<file path="config.mk">
export PLATFORM = sky130hd
export DESIGN_NAME = texture_stream_tx
export DESIGN_NICKNAME = d
export VERILOG_FILES = /design/src/rtl/texture_stream_tx.sv
export SDC_FILE = /design/constraint.sdc
export NUM_CORES = 1
export LEC_CHECK = 0
export BUFFER_PORTS_ARGS = -buffer_cell sky130_fd_sc_hd__buf_2
export CORE_ASPECT_RATIO = 1.25
export CORE_MARGIN = 8
export CORE_UTILIZATION = 60
export CTS_CLUSTER_DIAMETER = 60
export DETAILED_ROUTE_END_ITERATION = 10
export GPL_TIMING_DRIVEN = 1
export MAX_ROUTING_LAYER = met4
export PLACE_DENSITY = 0.95
export SLEW_MARGIN = 20
export SYNTH_ARGS = -nofsm -noshare
export SYNTH_HDL_FRONTEND = slang
export SYNTH_SLANG_ARGS = --single-unit
</file>
<file path="constraint.sdc">
create_clock -name clk -period 5.4 [get_ports clk]
set_input_delay 0.27 -clock clk [delete_from_list [all_inputs] [get_ports clk]]
set_output_delay 0.27 -clock clk [all_outputs]
set_load 0.02 [all_outputs]
</file>
<file path="src/rtl/texture_stream_tx.sv">
// rtl/texture_stream_tx.sv - serial loader driving the texture memory 3-wire write port
module texture_stream_tx #(
    parameter int BIT_CYCLES = 4,
    parameter int GAP_CYCLES = 8,
    parameter int RST_CYCLES = 4,
    parameter int ADDR_W     = 13
) (
    input  logic              clk,
    input  logic              reset,
    input  logic              start,
    input  logic              s_valid,
    input  logic [7:0]        s_data,
    output logic              s_ready,
    output logic              write_rst,
    output logic              write_clock,
    output logic              write_data,
    output logic              busy,
    output logic [ADDR_W-1:0] byte_addr,
    output logic              wrap
);
    localparam int HALF  = BIT_CYCLES / 2;
    localparam int PH_W  = $clog2(BIT_CYCLES);
    localparam int CNT_W = $clog2(GAP_CYCLES + RST_CYCLES + 2);

    typedef enum logic [2:0] {IDLE, RST, SETTLE, READY, SHIFT, GAP} state_t;

    state_t           state;
    logic [CNT_W-1:0] cnt;
    logic [PH_W-1:0]  phase;
    logic [2:0]       slot;
    logic [7:0]       shreg;
    logic             s_ready_r;

    // A start in the acceptance cycle must not complete the handshake.
    assign s_ready = s_ready_r & ~start;

    always_ff @(posedge clk) begin
        if (reset) begin
            state       <= IDLE;
            cnt         <= '0;
            phase       <= '0;
            slot        <= '0;
            shreg       <= '0;
            s_ready_r   <= 1'b0;
            write_rst   <= 1'b0;
            write_clock <= 1'b0;
            write_data  <= 1'b0;
            busy        <= 1'b0;
            byte_addr   <= '0;
            wrap        <= 1'b0;
        end else if (start) begin
            // write_data is left alone so the forced clock edge never coincides with a data change
            state       <= RST;
            cnt         <= '0;
            s_ready_r   <= 1'b0;
            write_rst   <= 1'b1;
            write_clock <= 1'b0;
            busy        <= 1'b1;
            byte_addr   <= '0;
            wrap        <= 1'b0;
        end else begin
            wrap <= 1'b0;
            case (state)
                IDLE: begin
                end
                RST: begin
                    if (cnt == CNT_W'(RST_CYCLES - 1)) begin
                        write_rst <= 1'b0;
                        cnt       <= '0;
                        state     <= SETTLE;
                    end else begin
                        cnt <= cnt + 1'b1;
                    end
                end
                SETTLE: begin
                    if (cnt == CNT_W'(1)) begin
                        s_ready_r <= 1'b1;
                        busy      <= 1'b0;
                        state     <= READY;
                    end else begin
                        cnt <= cnt + 1'b1;
                    end
                end
                READY: begin
                    if (s_valid) begin
                        shreg     <= s_data;
                        s_ready_r <= 1'b0;
                        busy      <= 1'b1;
                        phase     <= '0;
                        slot      <= '0;
                        state     <= SHIFT;
                    end
                end
                SHIFT: begin
                    if (phase == '0)
                        write_data <= shreg[7];
                    if (phase == PH_W'(HALF))
                        write_clock <= ~write_clock;
                    if (phase == PH_W'(BIT_CYCLES - 1)) begin
                        phase <= '0;
                        shreg <= {shreg[6:0], 1'b0};
                        slot  <= slot + 3'd1;
                        if (slot == 3'd7) begin
                            cnt   <= '0;
                            state <= GAP;
                        end
                    end else begin
                        phase <= phase + 1'b1;
                    end
                end
                GAP: begin
                    // The final gap count is the address-update cycle.
                    if (cnt == CNT_W'(GAP_CYCLES)) begin
                        byte_addr <= byte_addr + 1'b1;
                        wrap      <= &byte_addr;
                        s_ready_r <= 1'b1;
                        busy      <= 1'b0;
                        state     <= READY;
                    end else begin
                        cnt <= cnt + 1'b1;
                    end
                end
                default: state <= IDLE;
            endcase
        end
    end
endmodule

</file>
Word-level counts from Yosys, hierarchy flattened
Index checks and enable logic that the tools add are counted.
- register bits: 39
- latch bits: 0
- RAM bits: 0
- memory bits (read-only): 0
- bits of input ports: 12
- output and inout port bits: 19
- word-level logic and storage cells: 106
- memories kept: 0
- add/sub/neg operators: 4
- $mul: 0
- divide/modulo/power cells: 0
- magnitude comparators: 0
- eq/ne operators: 26
- shift-type cells: 0
- multiplexer cells: 35
- bitwise operators: 6
- reduce and logical (&&, ||, !) cells: 22
- operators with widths (kind ; count):
    $mux W3 ; 8
    $mux W4 ; 5
    $ne A2 B2 Y1 const B ; 9
    $ne A3 B3 Y1 const B ; 6
    $pmux W3 S6 ; 1
    $mux W8 ; 2
    $pmux W4 S4 ; 1
    $pmux W8 S2 ; 1
    $reduce_and A7 Y1 ; 2
    $add A13 B1 Y13 const B ; 1
    $reduce_and A13 Y1 ; 1
    $reduce_and A4 Y1 ; 3
    $mux W1 ; 11
    $eq A3 B3 Y1 const B ; 3
    $reduce_bool A4 Y1 ; 2
    $eq A3 B2 Y1 const B ; 2
    $pmux W1 S3 ; 2
    $pmux W3 S2 ; 1
    $reduce_and A2 Y1 ; 3
    $reduce_and A3 Y1 ; 2
    $reduce_bool A2 Y1 ; 3
    $not A1 Y1 ; 5
    $reduce_and A5 Y1 ; 1
    $add A4 B1 Y4 const B ; 1
    other kinds (15) ; 17

Longest topological paths before layout
Gate-level depths: netlist of the first run.
- depth after elaboration: 5
- depth in mapped cells: 7
- depth with buffers taken out: 6

Worst setup path before layout of the first run
No wires, ideal clock.
- kind: register to register
- from: reg cnt[0]
- to: reg cnt[3]
- data arrival time: 1.790 ns
- setup slack: 3.540 ns
- cell stages (with the launch flop): 8
- path buffers: 1
- period minus slack after synthesis: 1.860 ns
- path through: dfxtp_1 -> inv_1 -> ha_1 -> and3b_1 -> buf_6 -> a22o_4 -> or4_1 -> a21oi_1
- word-level cells in the longest chain between the ends: 3
- elaborated cells between the ends (all ways): 11
- RTL lines (what ; line ; RTL):
    start, declared ; 28 ; logic [CNT_W-1:0] cnt;
    start signal, assigned ; 72 ; cnt <= cnt + 1'b1;
    start signal, assigned ; 81 ; cnt <= cnt + 1'b1;
    start signal, assigned ; 120 ; cnt <= cnt + 1'b1;
    $add A4 B1 Y4, or another cell as far along ; 72, 81, 120 ;
    $mux W4, or another cell as far along ; 113 ; if (cnt == CNT_W'(GAP_CYCLES)) begin
    $pmux W4 S4 or $reduce_and A5 Y1 (tied branches) ; - ;
Several ways; a longest one is shown, not always the timed one. The select of a mux whose other input is x is not followed.
A chain may end at the register's enable or synchronous reset.

Final worst setup path of the first run
- from: reg state[1]
- to: reg cnt[0]
- word-level cells in the longest chain between the ends: 3
- elaborated cells between the ends (all ways): 11
- RTL lines (what ; line ; RTL):
    start, declared ; 27 ; state_t state;
    start signal, assigned ; 39 ; state <= IDLE;
    start signal, assigned ; 53 ; state <= RST;
    start signal, assigned ; 70 ; state <= SETTLE;
    $eq A3 B3 Y1, or another cell as far along ; 63 ; case (state)
    $reduce_bool A4 Y1 (no line) or $ne A2 B2 Y1 (tied branches) ; - ;
    $reduce_and A5 Y1 (no line) ; - ;
Several ways; a longest one is shown, not always the timed one.

==> results.json, run 1 <==
{
  "setup_viol": 0,
  "clock_skew_ps": 8.21,
  "fin_ws_ps": 3340,
  "peakVddDrop_uv": 173,
  "htree_levels": 2,
  "cts_sinks": 39,
  "die_h_um": 80.6,
  "die_w_um": 67.7,
  "viasPerCell": 6.05,
  "fin_tns_setup_ps": 0,
  "synth-seq-cells": 39,
  "cp_max_fo": 14,
  "cap_viol_max_count": 0,
  "synth_nets": 260,
  "grt_pass1_wl_mm": 7.41,
  "synth_warnings": 0,
  "post-cts-setup-buffers": 0,
  "fin_util_pct": 69.5,
  "synth_cell_type_count": 48,
  "drc": 0,
  "start_util_pct": 62.7,
  "synthCells": 239,
  "io_pins": 31,
  "numCtsBuffers": 5,
  "clk_pin_slew_ps": 70,
  "clock_path_buffers": 2,
  "antenna_cells": 0,
  "post_route_cells_drive_above_1_share_pct": 16.3,
  "grtUsageTotal_pct": 17.5,
  "ys.flop_type": "dfxtp_1",
  "synth_commonest_cells": "39 x dfxtp_1, 27 x nand2_1, 26 x nor2_1",
  "hold_buffers": 0,
  "cts_tree": "built",
  "startpoint_type": "flip-flop",
  "crit_type": "reg2reg",
  "multi_input_area_sq_um": 1120,
  "portBuffers": 30,
  "syn-cell-area_sq_um": 2000,
  "max_clock_freq_ghz": 0.487,
  "grt_pass1_vias": 1683,
  "status": "completed",
  "synth_area_leaders": "dfxtp_1 39%, ha_1 5.6%, nand2_1 5.1%, nor2_1 4.9%, a21oi_1 4.7%",
  "worst_slew_pin_slew_ps": 599,
  "wl_per_cell_um": 14.5,
  "routed_wirelength_mm": 4.36,
  "seq_area_sq_um": 781,
  "cp.required_ps": 5550,
  "grt.overflow.total": 0,
  "final_antenna_net_count": 0,
  "dr.pass1.iters": 4,
  "core-area_sq_um": 3190,
  "finalHoldViolCount": 0,
  "worstHoldPathType": "in2reg",
  "arrival_ps": 2200,
  "gp_congestion": 0.841,
  "power_density_nw_per_um2": 222,
  "die-area_sq_um": 5460,
  "nFillCells": 261,
  "via_count": 1815,
  "clkLatencyLatePin_ps": 290,
  "critPathCaptureType": "flip-flop",
  "drtIter0Drc": 165,
  "syn_avg_cell_area_sq_um": 8.38,
  "seq_area_frac_synth_pct": 39.0,
  "rsz0062_at_grt": "no",
  "min_period_over_period_pct": 38.1,
  "async_flop_share_pct": 0,
  "antenna_found_initial": 0,
  "slew_viol_final": 0,
  "area_growth_pct": 10.8,
  "dpl.hpwl_mm": 3.16,
  "holdWs_ps": 240,
  "place_ws_ps": 3390,
  "yosys.area.top_type_share_pct": 39.0,
  "grt_max_degree": 22,
  "yosysMostFrequentCell": "dfxtp_1",
  "num_rows": 23,
  "p_leak_nw": 0.849,
  "power_mw": 0.492,
  "clock-root-buffer": "clkbuf_8",
  "nets": 285,
  "period_needed_ps": 2060,
  "synth_top_cell_by_area": "dfxtp_1",
  "slew_headroom_pct": 59.5,
  "cts_resized": 0,
  "synth_edf_count": 0
}
## metal layers
layer	wire [um]	up-vias	track usage (%)
li1	-	909	-
met1	1870	847	19.8
met2	2130	53	29.1
met3	305	6	4.73
met4	55	0	5.24
met5	0	-	-
## power breakdown
| group | total, mW | internal (mW) | switching (mW) |
|---|---|---|---|
| combinational | 0.0230 | 0.00867 | 0.0143 |
| sequential | 0.293 | 0.290 | 0.00307 |
| clock | 0.177 | 0.0860 | 0.0908 |
## final timing paths
kind	from	endpoint	slack (ps)	cells after the start
max	state[1]$_SDFFE_PP0P_	cnt[0]$_SDFFE_PP0P_	3340	4
min	s_data[6]	shreg[6]$_SDFFE_PP0P_	240	3
max reg2reg	state[1]$_SDFFE_PP0P_	cnt[0]$_SDFFE_PP0P_	3340	4
min reg2reg	write_data$_SDFFE_PP0P_	write_data$_SDFFE_PP0P_	460	2
## critical path, stage by stage, from the launching register on
cell	delay, ps
dfxtp_1	550
or3b_1	450
o22a_1	300
o41ai_2	510
a21oi_1	100
## final cells by class
| cell class | instances | area share [%] |
|---|---|---|
| multi-input combinational | 178 | 50.7 |
| tap | 37 | 2.09 |
| clock buffer | 6 | 3.27 |
| inverter | 8 | 1.35 |
| sequential | 39 | 35.2 |
| timing repair buffer | 32 | 7.44 |
## registers in the layout (all words and copies together) (netlist names)
signal and flops:
wrap 1, cnt 4, busy 1, shreg 8, slot 3, byte_addr 13, write_data 1, s_ready_r 1
state 3, write_clock 1, write_rst 1, phase 2
## per-stage QoR
stage	area (sq um)	std cells
finish	2220	300
global route	2220	300
CTS	2220	300
detailed placement	2150	294
global placement	2150	294
floorplan	2000	239
## cells by family after synthesis
family	Yosys count	synth area share (%)
mux	2	0.999
xor+xnor	7	3.06
flops	39	39.0
compound gates	51	17.3
fa+ha+maj	9	5.62
buf+inv	22	4.87
simple gates	109	29.2
## placed cells by master, fill, tap and decap left out, drive strengths merged, types with 5 or more instances in the layout
master  count
a21oi      19
nor2       26
nand2      27
dfxtp      39
o21ai       9
or3         6
a311oi      8
nand3      12
clkbuf      6
nand4       5
inv         8
buf        32
ha          9
Power figures use the tool's default switching activity.
==> run 2, diff against run 1 <==
--- a/config.mk
+++ b/config.mk
@@ -5,15 +5,16 @@
 export SDC_FILE = /design/constraint.sdc
 export NUM_CORES = 1
 export LEC_CHECK = 0
+export ABC_AREA = 1
 export BUFFER_PORTS_ARGS = -buffer_cell sky130_fd_sc_hd__buf_2
 export CORE_ASPECT_RATIO = 1.25
 export CORE_MARGIN = 8
-export CORE_UTILIZATION = 60
+export CORE_UTILIZATION = 52
 export CTS_CLUSTER_DIAMETER = 60
 export DETAILED_ROUTE_END_ITERATION = 10
 export GPL_TIMING_DRIVEN = 1
 export MAX_ROUTING_LAYER = met4
-export PLACE_DENSITY = 0.95
+export PLACE_DENSITY = 0.87
 export SLEW_MARGIN = 20
 export SYNTH_ARGS = -nofsm -noshare
 export SYNTH_HDL_FRONTEND = slang
==> constraint.sdc (replaced) <==
create_clock -name clk -period 1.85 [get_ports clk]
set_input_delay 0.0925 -clock clk [delete_from_list [all_inputs] [get_ports clk]]
set_output_delay 0.0925 -clock clk [all_outputs]
set_load 0.02 [all_outputs]
==> run 2 against run 1 <==
  * Combinational power rose to 4.5 times the previous value
  * Hold slack got worse by 180 ps
  * Synthesized area rose by 14%
  * Global-route usage fell by 0.85 points
  * Power rose to 3.7 times the previous value
  * First-iteration DRC count fell by 30%
  * Count of clock-buffer cells in the layout fell by 1
  * Cell area rose by 17%
  * Register-to-register slack got worse by 3100 ps
  * Critical endpoint is now shreg[0]$_SDFFE_PP0P_
  * Largest cell class unchanged
==> results.json, run 2 <==
{
  "peakVddDrop_uv": 504,
  "max_clock_freq_ghz": 0.607,
  "place_area_sq_um": 2450,
  "grt.overflow.total": 0,
  "worst-r2r-cell-count": 7,
  "startpoint_type": "flip-flop",
  "cp_max_fo": 20,
  "arrival_ps": 1840,
  "setup_viol": 0,
  "cp_slowest_stage_delay_ps": 590,
  "via_count": 2128,
  "holdWs_ps": 59.7,
  "post-cts-setup-buffers": 0,
  "routed_wirelength_mm": 5.10,
  "syn_avg_cell_area_sq_um": 7.21,
  "cts_sinks": 39,
  "num_rows": 27,
  "dr.pass1.iters": 5,
  "critPathTopFamily": "flip-flops",
  "portBuffers": 30,
  "critPathCaptureType": "flip-flop",
  "start_util_pct": 52.7,
  "cp_num_buf_inv": 2,
  "synth_top_cell_by_area": "dfxtp_1",
  "synthCells": 316,
  "dpl.hpwl_mm": 3.91,
  "numCtsBuffers": 5,
  "status": "completed",
  "synth_area_leaders": "dfxtp_1 34%, nand2_1 12%, inv_1 6.4%, a21oi_1 6.1%, ha_1 4.9%",
  "ys.flop_type": "dfxtp_1",
  "cp.depth": 7,
  "grt_max_degree": 21,
  "core-area_sq_um": 4320,
  "place_ws_ps": 197,
  "slowest_stage": "dfxtp_1",
  "worst-r2r-setup-slack_ps": 200,
  "synth_commonest_cells": "73 x nand2_1, 39 x dfxtp_1, 39 x inv_1",
  "die-area_sq_um": 6770,
  "crit_start": "state[0]$_SDFFE_PP0P_",
  "cts_resized": 0,
  "synth_warnings": 0,
  "area_growth_pct": 13.6,
  "post_route_cells_drive_above_1_share_pct": 20.6,
  "clock_path_buffers": 2,
  "die_h_um": 90.0,
  "cts_tree": "built",
  "clkLatencyLatePin_ps": 300,
  "crit_type": "reg2reg",
  "p_leak_nw": 1.08,
  "cp.required_ps": 2040,
  "syn-cell-area_sq_um": 2280,
  "rsz0062_at_grt": "no",
  "period_needed_ps": 1650,
  "async_flop_share_pct": 0,
  "worst_slew_pin_slew_ps": 438,
  "final_common_cell": "nand2_1",
  "fin_ws_ps": 201,
  "clock-root-buffer": "clkbuf_8",
  "power_density_nw_per_um2": 702,
  "hold_buffers": 0,
  "largestRegisters": "byte_addr x13, shreg x8, cnt x4",
  "grtUsageTotal_pct": 16.6,
  "largest_reg_flops": 13,
  "r2r_start": "state[0]$_SDFFE_PP0P_",
  "wl_per_cell_um": 12.5,
  "yosys.area.top_type_share_pct": 34.2,
  "crit_chain": "inv_2 > nand3_4 > o21bai_4 > nand2_4 > clkinv_1 > nand3_1 > a21oi_1",
  "grt_pass1_wl_mm": 8.80,
  "final_antenna_net_count": 0,
  "gp_congestion": 0.875,
  "antenna_found_initial": 0,
  "drc": 0,
  "synth-seq-cells": 39,
  "nets": 370,
  "grt_pass1_vias": 2097,
  "clk_pin_slew_ps": 80,
  "fin_tns_setup_ps": 0,
  "slew_viol_final": 0,
  "cap_viol_max_count": 0,
  "fin_area_sq_um": 2590,
  "r2r_end": "shreg[0]$_SDFFE_PP0P_",
  "finalHoldViolCount": 0,
  "io_pins": 31,
  "slew_headroom_pct": 70.8,
  "worstHoldPathType": "in2reg",
  "synth_nets": 337,
  "die_w_um": 75.2,
  "drtIter0Drc": 116,
  "final_cell_mix": "73 x nand2_1, 39 x inv_1, 39 x dfxtp_1, 30 x buf_2, 28 x a21oi_1",
  "yosysMostFrequentCell": "nand2_1",
  "nFillCells": 429,
  "antenna_cells": 0,
  "synth_cell_type_count": 36,
  "seq_area_frac_synth_pct": 34.2,
  "critPathCapture": "shreg[0]$_SDFFE_PP0P_",
  "viasPerCell": 5.22,
  "htree_levels": 2,
  "clock_skew_ps": 12.0,
  "min_period_over_period_pct": 89.1,
  "top_register": "byte_addr",
  "synth_edf_count": 0
}
## run 2: changes by cell type after synthesis, moves of 5 or more
cell      previous run  this run
nor3_1               2         7
inv_1                8        39
nand3_1             12        21
o21ai_1              0         5
or3_1                6         0
buf_6                1         6
clkbuf_1             9         1
a21oi_1             19        28
a311oi_1             8         0
o21ai_0              9        21
nand2_1             27        73
## run 2: cell families after synthesis
| group | after synthesis | synth area share, % |
|---|---|---|
| AND/OR/NAND/NOR | 148 | 32.3 |
| AO/OA/AOI/OAI | 66 | 17.1 |
| buffers and inverters | 53 | 11.0 |
| flip-flops | 39 | 34.2 |
| adder cells (fa/ha/maj) | 9 | 4.94 |
| XOR/XNOR | 1 | 0.384 |
## run 2: layer usage
metal	GRT usage (%)	routed length, um	up-vias
li1	-	-	1091
met1	16.9	2100	969
met2	29.3	2660	56
met3	3.78	225	12
met4	6.43	116	0
met5	-	0	-
## run 2: cell type report
type / count / area, sq um / area share (%)
clock buffer: 5 / 68.8 / 2.66
timing repair buffer: 34 / 180 / 6.96
sequential: 39 / 781 / 30.1
inverter: 45 / 173 / 6.67
clock inverter: 3 / 67.6 / 2.61
multi-input combinational: 224 / 1250 / 48.2
tap: 58 / 72.6 / 2.80
## run 2: power breakdown
group          internal [mW]  switching (mW)
sequential             0.846          0.0110
combinational         0.0376          0.0659
clock                  0.538           0.320
total                   1.42           0.397
## run 2: per-stage QoR
step | instances | power (mW) | util, %
final | 408 | 1.82 | 59.9
after global placement | 400 | 0.976 | 56.7
after global routing | 408 | 1.87 | 59.9
after detailed placement | 400 | 0.979 | 56.7
after floorplan | 316 | 0.949 | -
after CTS | 408 | 1.83 | 59.9
## run 2: worst min-delay path by stage
stage | depth (start not counted) | endpoint | slack (ps) | from
4_1_cts | 3 | shreg[0]$_SDFFE_PP0P_ | 50 | s_data[0]
3_5_place_dp | 3 | shreg[0]$_SDFFE_PP0P_ | 370 | s_data[0]
5_1_grt | 3 | shreg[0]$_SDFFE_PP0P_ | 90 | s_data[0]
6_report | 3 | shreg[0]$_SDFFE_PP0P_ | 60 | s_data[0]
3_3_place_gp | 3 | shreg[0]$_SDFFE_PP0P_ | 370 | s_data[0]
2_1_floorplan | 2 | shreg[0]$_SDFFE_PP0P_ | 250 | s_data[0]
## run 2: worst min-delay path, delay by kind of cell
kind	cells	cell delay [ps]
AOI/OAI and AO/OA	1	60
and+or+nand+nor	1	70
buffers and inverters	1	100
